===== src/rtl/mux_rr_arbiter.sv =====
// Round-robin arbiter in front of the shared 4:1 4-bit mux: registered one-hot grant plus select.
// Define MUX_ARB_BURST_LIMIT_EN to compile in the MAX_BURST forced-rotation counter.
module mux_rr_arbiter #(
    parameter int MAX_BURST = 4
) (
    input  logic       clk,
    input  logic       reset,
    input  logic [3:0] req,
    output logic [3:0] grant,
    output logic [1:0] select,
    output logic       busy
);

    typedef enum logic {
        IDLE = 1'b0,
        OWN  = 1'b1
    } state_t;

    state_t      state, next_state;
    logic [3:0]  next_grant;
    logic [1:0]  next_select;
    logic [1:0]  last, next_last;
    logic [2:0]  pick;

`ifdef MUX_ARB_BURST_LIMIT_EN
    localparam int CW = (MAX_BURST > 1) ? $clog2(MAX_BURST) : 1;
    localparam logic [CW-1:0] CNT_MAX = CW'(MAX_BURST - 1);
    logic [CW-1:0] cnt, next_cnt;
`else
    localparam int unused_max_burst = MAX_BURST;
`endif

    // Returns {found, index}: first set bit of r scanning base+1, base+2, base+3, base.
    // Scanning from the farthest offset down lets the nearest hit overwrite the result.
    function automatic logic [2:0] rr_pick(input logic [3:0] r, input logic [1:0] base);
        logic [2:0] res;
        logic [1:0] idx;
        res = 3'b000;
        for (int i = 4; i >= 1; i--) begin
            idx = base + 2'(i);
            if (r[idx]) res = {1'b1, idx};
        end
        return res;
    endfunction

    always_comb begin
        next_state  = state;
        next_grant  = grant;
        next_select = select;
        next_last   = last;
        pick        = 3'b000;
`ifdef MUX_ARB_BURST_LIMIT_EN
        next_cnt    = cnt;
`endif
        case (state)
            IDLE: begin
                if (|req) pick = rr_pick(req, last);
            end
            OWN: begin
                if (!req[select]) begin
                    pick = rr_pick(req & ~(4'b0001 << select), select);
                    if (!pick[2]) begin
                        next_state = IDLE;
                        next_grant = 4'b0000;
                    end
`ifdef MUX_ARB_BURST_LIMIT_EN
                end else if (cnt == CNT_MAX) begin
                    // Owner is searched last, so it only wins again when alone.
                    pick = rr_pick(req, select);
                end else begin
                    next_cnt = cnt + CW'(1);
`endif
                end
            end
            default: begin
                next_state = IDLE;
                next_grant = 4'b0000;
            end
        endcase

        // Any successful search is a new grant, including a burst-limit re-grant.
        if (pick[2]) begin
            next_state  = OWN;
            next_grant  = 4'b0001 << pick[1:0];
            next_select = pick[1:0];
            next_last   = pick[1:0];
`ifdef MUX_ARB_BURST_LIMIT_EN
            next_cnt    = '0;
`endif
        end
    end

    always_ff @(posedge clk) begin
        if (reset) begin
            state  <= IDLE;
            grant  <= 4'b0000;
            select <= 2'd0;
            last   <= 2'd3;
`ifdef MUX_ARB_BURST_LIMIT_EN
            cnt    <= '0;
`endif
        end else begin
            state  <= next_state;
            grant  <= next_grant;
            select <= next_select;
            last   <= next_last;
`ifdef MUX_ARB_BURST_LIMIT_EN
            cnt    <= next_cnt;
`endif
        end
    end

    assign busy = |grant;

endmodule

===== config.mk =====
export PLATFORM = sky130hd
export DESIGN_NAME = mux_rr_arbiter
export DESIGN_NICKNAME = d
export VERILOG_FILES = /design/src/rtl/mux_rr_arbiter.sv
export SDC_FILE = /design/constraint.sdc
export NUM_CORES = 1
export LEC_CHECK = 0
export ABC_AREA = 1
export BUFFER_PORTS_ARGS = -buffer_cell sky130_fd_sc_hd__buf_2
export CAP_MARGIN = 20
export CORE_MARGIN = 1.5
export CORE_UTILIZATION = 59
export DETAILED_ROUTE_END_ITERATION = 8
export PLACE_DENSITY_LB_ADDON = 0.12
export SLEW_MARGIN = 5
export SYNTH_ARGS = -nofsm -noshare
export SYNTH_HDL_FRONTEND = slang
export SYNTH_SLANG_ARGS = --single-unit

===== constraint.sdc =====
create_clock -name clk -period 4.2 [get_ports clk]
set_input_delay 1.05 -clock clk [delete_from_list [all_inputs] [get_ports clk]]
set_output_delay 1.05 -clock clk [all_outputs]
set_load 0.005 [all_outputs]

# --- Yosys cells after proc, flatten, opt, wreduce, memory -nomap -nowiden ---
# Cells that the tools add are included.
classes:
  n_div: 0
  eq_ne: 2
  multipliers: 0
  mux: 39
  add_sub_neg: 6
  magnitude_cmp: 8
  n_reduce_logical: 4
  shift: 2
  bitwise: 3
ops:
  columns: ["op", "count"]
  rows:
  - ["3-bit 2-to-1 mux", 12]
  - ["2-bit by 3-bit < comparator with 1-bit output, second input constant", 8]
  - ["1-bit binary-select mux with 2-bit select", 9]
  - ["4-bit 2-to-1 mux", 4]
  - ["1-bit 2-to-1 mux", 13]
  - ["2-bit adder, second input constant", 4]
  - ["4-bit OR reduction", 2]
  - ["1-bit by 2-bit left shift with 4-bit output, first input constant", 2]
  - ["3-bit one-hot mux with 2 select lines", 1]
  - ["2-bit by 1-bit adder with 2-bit output, second input constant", 2]
  - ["4-bit AND", 1]
  - ["2-bit != test, second input constant", 2]
  - ["4-bit inverter", 1]
  - ["3-bit AND reduction", 1]
  - ["2-bit nonzero test", 1]
  - ["1-bit inverter", 1]
word_totals:
  regBits: 9
  in_bits: 6
  out_inout_bits: 7
  ramBits: 0
  rom_bits: 0
  n_memories: 0
  latchBits: 0
  wordCells: 68

# --- Logic depth before layout (Yosys ltp) ---
logic_depth:
  depth_word: 15
  ltp_mapped: 17
  ltp_nobuf: 17

# --- Worst setup path after synthesis ---
# Ideal clock, no wire load.
synth_path:
  path_type: "input-to-reg"
  startpoint: "input port req[1]"
  endpoint: "register select[0]"
  cell_stages: 10
  arrival_time_ns: 1.827
  required_ns: 4.085
  path_slack_ns: 2.258
  setup_time_ns: 0.115
  path_buffers: 0
  path_cell_list: "a21oi_1 > o21ai_1 > nand2_1 > nand2_1 > inv_2 > nand2_1 > nand2_1 > nor2_1 > o21ai_0 > inv_1"
synth_via:
  elab_chain_len: 11
  elab_cells_between_ends: 33
  cone_classes: "mux: 31; bitwise: 1; reduce/logical: 1"
synth_lines:
  columns: ["item", "line", "source"]
  rows:
  - ["start, declared", "8", "input logic [3:0] req,"]
  - ["4-bit AND", "61", "pick = rr_pick(req & ~(4'b0001 << select), select);"]
  - ["1-bit binary-select mux with 2-bit select", "41", "if (r[idx]) res = {1'b1, idx};"]
  - ["1-bit 2-to-1 mux (not written as such)", "41", null]
  - ["3-bit 2-to-1 mux (4 in a row)", "41", null]
  - ["3-bit 2-to-1 mux", "60", "if (!req[select]) begin"]
  - ["3-bit 2-to-1 mux", "55", "case (state)"]
  - ["3-bit 2-to-1 mux", "60", null]
  - ["3-bit one-hot mux with 2 select lines (*)", "55", null]
  - ["end signal, assigned", "105", "select <= next_select;"]
  - ["end, declared", "10", "output logic [1:0] select,"]
# Mark *: on every way between the ends. The rest lies on a longest branch, timed or not. The select of a mux whose other input is x is not followed.
# A chain may end at the register's enable or synchronous reset.

# --- Worst setup path in the final report ---
layout_path:
  startpoint: "register select[0]"
  endpoint: "register grant[3]"
layout_via:
  elab_chain_len: 15
  elab_cells_between_ends: 30
  cone_classes: "add/sub: 3; eq/ne: 2; shift: 2; mux: 19; bitwise: 2; reduce/logical: 2"
layout_lines:
  columns: ["item", "line", "source"]
  rows:
  - ["1-bit by 2-bit left shift with 4-bit output", "61", null]
  - ["4-bit inverter", "61", null]
  - ["4-bit AND", "61", null]
  - ["1-bit binary-select mux with 2-bit select", "41", null]
  - ["1-bit 2-to-1 mux (not written as such)", "41", null]
  - ["3-bit 2-to-1 mux (4 in a row)", "41", null]
  - ["3-bit 2-to-1 mux", "60", null]
  - ["3-bit 2-to-1 mux", "55", null]
  - ["3-bit 2-to-1 mux", "60", null]
  - ["3-bit one-hot mux with 2 select lines", "55", null]
  - ["2-bit != test (no line) (tied with other cells)", null, null]
  - ["3-bit AND reduction (no line) / 4-bit 2-to-1 mux (equally long branches)", null, null]
  - ["end signal, assigned", "104", "grant <= next_grant;"]
  - ["end, declared", "9", "output logic [3:0] grant,"]
# Several ways; a longest one is shown, not always the timed one. The select of a mux whose other input is x is not followed.

==> results_dict.tcl <==
set metrics [dict create \
    run_status "finished, final reports clean" \
    fp.dieH_um 41.6 \
    setup_viol 0 \
    hold-worst-slack_ps 476 \
    required_ps 4360 \
    p_int_mw 0.321 \
    final_cell_area_um2 963 \
    muxShareOfSynthArea_pct 0 \
    final_nets 171 \
    synth.area.top_cells "nand2_1, dfxtp_1, inv_1, ha_1, nand3_1" \
    switching_share_pct 53.9 \
    syn_avg_cell_area_um2 6.03 \
    drc 0 \
    grt_pass1_vias 844 \
    hpwl_um 1560 \
    cts_tree "done" \
    drtAntennaViolNets 0 \
    cts_made_buffers 3 \
    first_pass_iters 4 \
    vias 959 \
    row_count 13 \
    fillers 132 \
    synth_compound_gate_area_share_pct 17.8 \
    period_share_pct 55.2 \
    place_area_um2 937 \
    critPathKind "register to register" \
    port_buffers 12 \
    power_frac_clock_pct 9.6 \
    clock_sinks 9 \
    synth_edf_count 0 \
    finalWorstSetupSlack_ps 1880 \
    crit_fanout 14 \
    worstSetupStartpointType "register" \
    antenna_found_initial 0 \
    worstSkewPairLatency_ps 260 \
    cts_max_level 1 \
    rsz0062_at_grt "false" \
    synth.yosys.seq_area_share_pct 20.5 \
    gp_congestion 0.890 \
    synth_simple_gate_area_share_pct 42.9 \
    ys_types 22 \
    syn_nets 156 \
    yosysTopAreaCell "nand2_1" \
    cp-end-kind "register" \
    grt_overflow 0 \
    ys_seq_elements 9 \
    final_layout_size_suffix_gt1_share_pct 21.9 \
    hold_depth 2 \
    syn_inst 146 \
    yosysMostFrequentCell "nand2_1" \
    wl_um 2030 \
    pre_cts_ws_ps 1950 \
    p_leak_nw 0.558 \
    synth.cell_area_um2 881 \
    hold_path_class "register to register" \
    hold_viol_final 0 \
    clock-root-buffer "clkbuf_4" \
    core_mm2 0.00135 \
    diodes 0 \
    drt-initial-drc-count 36 \
    rr_worst_depth 16 \
    power_frac_comb_pct 66.9 \
    cts-resized-gates 0 \
    clkTransAtPathRegs_ps 60 \
    pwr-share-seq_pct 23.5 \
    initial_core_util_pct 65.2 \
    yosys-top-cells-count "nand2_1, inv_1, nand3_1" \
    worst_slew_pin_slew_ps 536 \
    synth_fa_ha_area_share_pct 5.68 \
    slew_viol_final 0 \
    vias_per_cell 5.48 \
    power_density_mw_per_mm2 723 \
    worstPathArrival_ps 2480 \
    max-clock-path-buffers 2 \
    fin_crit_ps 2320 \
    synthFlopType "dfxtp_1" \
    netlist.area_leader.share_pct 23.4 \
    maxCapViolCount 0 \
    fmax_mhz 431 \
    dieArea_mm2 0.00173 \
    wl_per_cell_um 11.6 \
    p_switching_mw 0.376 \
    tns_ps 0 \
    grt_use_total_pct 25.8 \
    fin_worst_skew_ps 6.73 \
    io_pins 13 \
    async_reset_ff_share_pct 0 \
    yosys_warnings 0 \
    power.total_mw 0.697 \
    die_w_um 41.6 \
    ctsHoldBuffers 0 \
    grt_max_degree 15 \
    slew_headroom_pct 64.2 \
    synth_xor_area_share_pct 0 \
    cts_setup_buffers 0 \
    synth_top_family_by_area "simple AND/OR/NAND/NOR gates" \
    grt_first_pass_wirelength_um 3560 \
    syn_to_final_growth_pct 9.37 \
    vdd_ir_drop_max_mv 0.405 \
]
==> flip-flops by register name (all words and copies together) (netlist names) <==
register  count
state         1
select        2
grant         4
last          2
==> worst paths after layout <==
kind / slack [ps] / end / start
max: 1880 / grant[3]$_SDFFE_PP0P_ / select[0]$_SDFFE_PP0P_
min: 480 / grant[0]$_SDFFE_PP0P_ / grant[0]$_SDFFE_PP0P_
max reg2reg: 1880 / grant[3]$_SDFFE_PP0P_ / select[0]$_SDFFE_PP0P_
min reg2reg: 480 / grant[0]$_SDFFE_PP0P_ / grant[0]$_SDFFE_PP0P_
==> metrics by stage <==
step                      util, %  cells
after global placement       69.4    171
after floorplan                 -    146
after CTS                    71.4    175
final                        71.4    175
after global routing         71.4    175
after detailed placement     69.4    171
==> placed cells by master, fill, tap and decap left out, drive strengths merged, types with 3 or more instances in the layout <==
cell    netlist  layout
a21oi        10      10
buf           2      12
clkbuf        0       4
dfxtp         9       9
ha            4       4
inv          25      25
nand2        59      59
nand3        15      15
nor2          6       6
o211ai        3       3
o21ai         9       9
==> worst max-delay path, cell delays in order (launching register included) <==
cell      delay (ps)
dfxtp_1          660
inv_1            260
ha_1             260
inv_1             80
nand3_1           80
nand2_1          130
nand2_1           80
nand2_1           60
inv_1             40
nand2_1           70
nand3_1           90
nand3_2          100
nand2_2           70
inv_2             70
nand2_1           50
nand3b_1          70
inv_1             40
==> kinds of logic after synthesis <==
logic type      count (synthesis)
compound gates                 23
buf+inv                        27
fa+ha+maj                       4
flops                           9
simple gates                   83
==> layer usage <==
| metal | wire, µm | up-vias | track usage, % |
|---|---|---|---|
| li1 | - | 490 | - |
| met5 | 0 | - | 0 |
| met4 | 29 | 0 | 7.10 |
| met3 | 127 | 5 | 3.91 |
| met2 | 934 | 29 | 41.6 |
| met1 | 933 | 435 | 35.9 |
==> cell type report <==
cell class	instances	area, µm²	share of cell area, %
repair buffers	12	60.1	6.23
flip-flops and latches	9	180	18.7
inverters	25	93.8	9.74
clock buffers	4	26.3	2.73
well taps	15	18.8	1.95
multi-input cells	110	584	60.6
==> power by group through the flow <==
stage,Sequential [mW],Clock [mW],Combinational (mW)
floorplan,0.144,0,0.388
global placement,0.163,0,0.449
detailed placement,0.164,0,0.460
CTS,0.162,0.0675,0.466
global route,0.169,0.0733,0.537
finish,0.164,0.0667,0.466
Power figures use the tool's default switching activity.
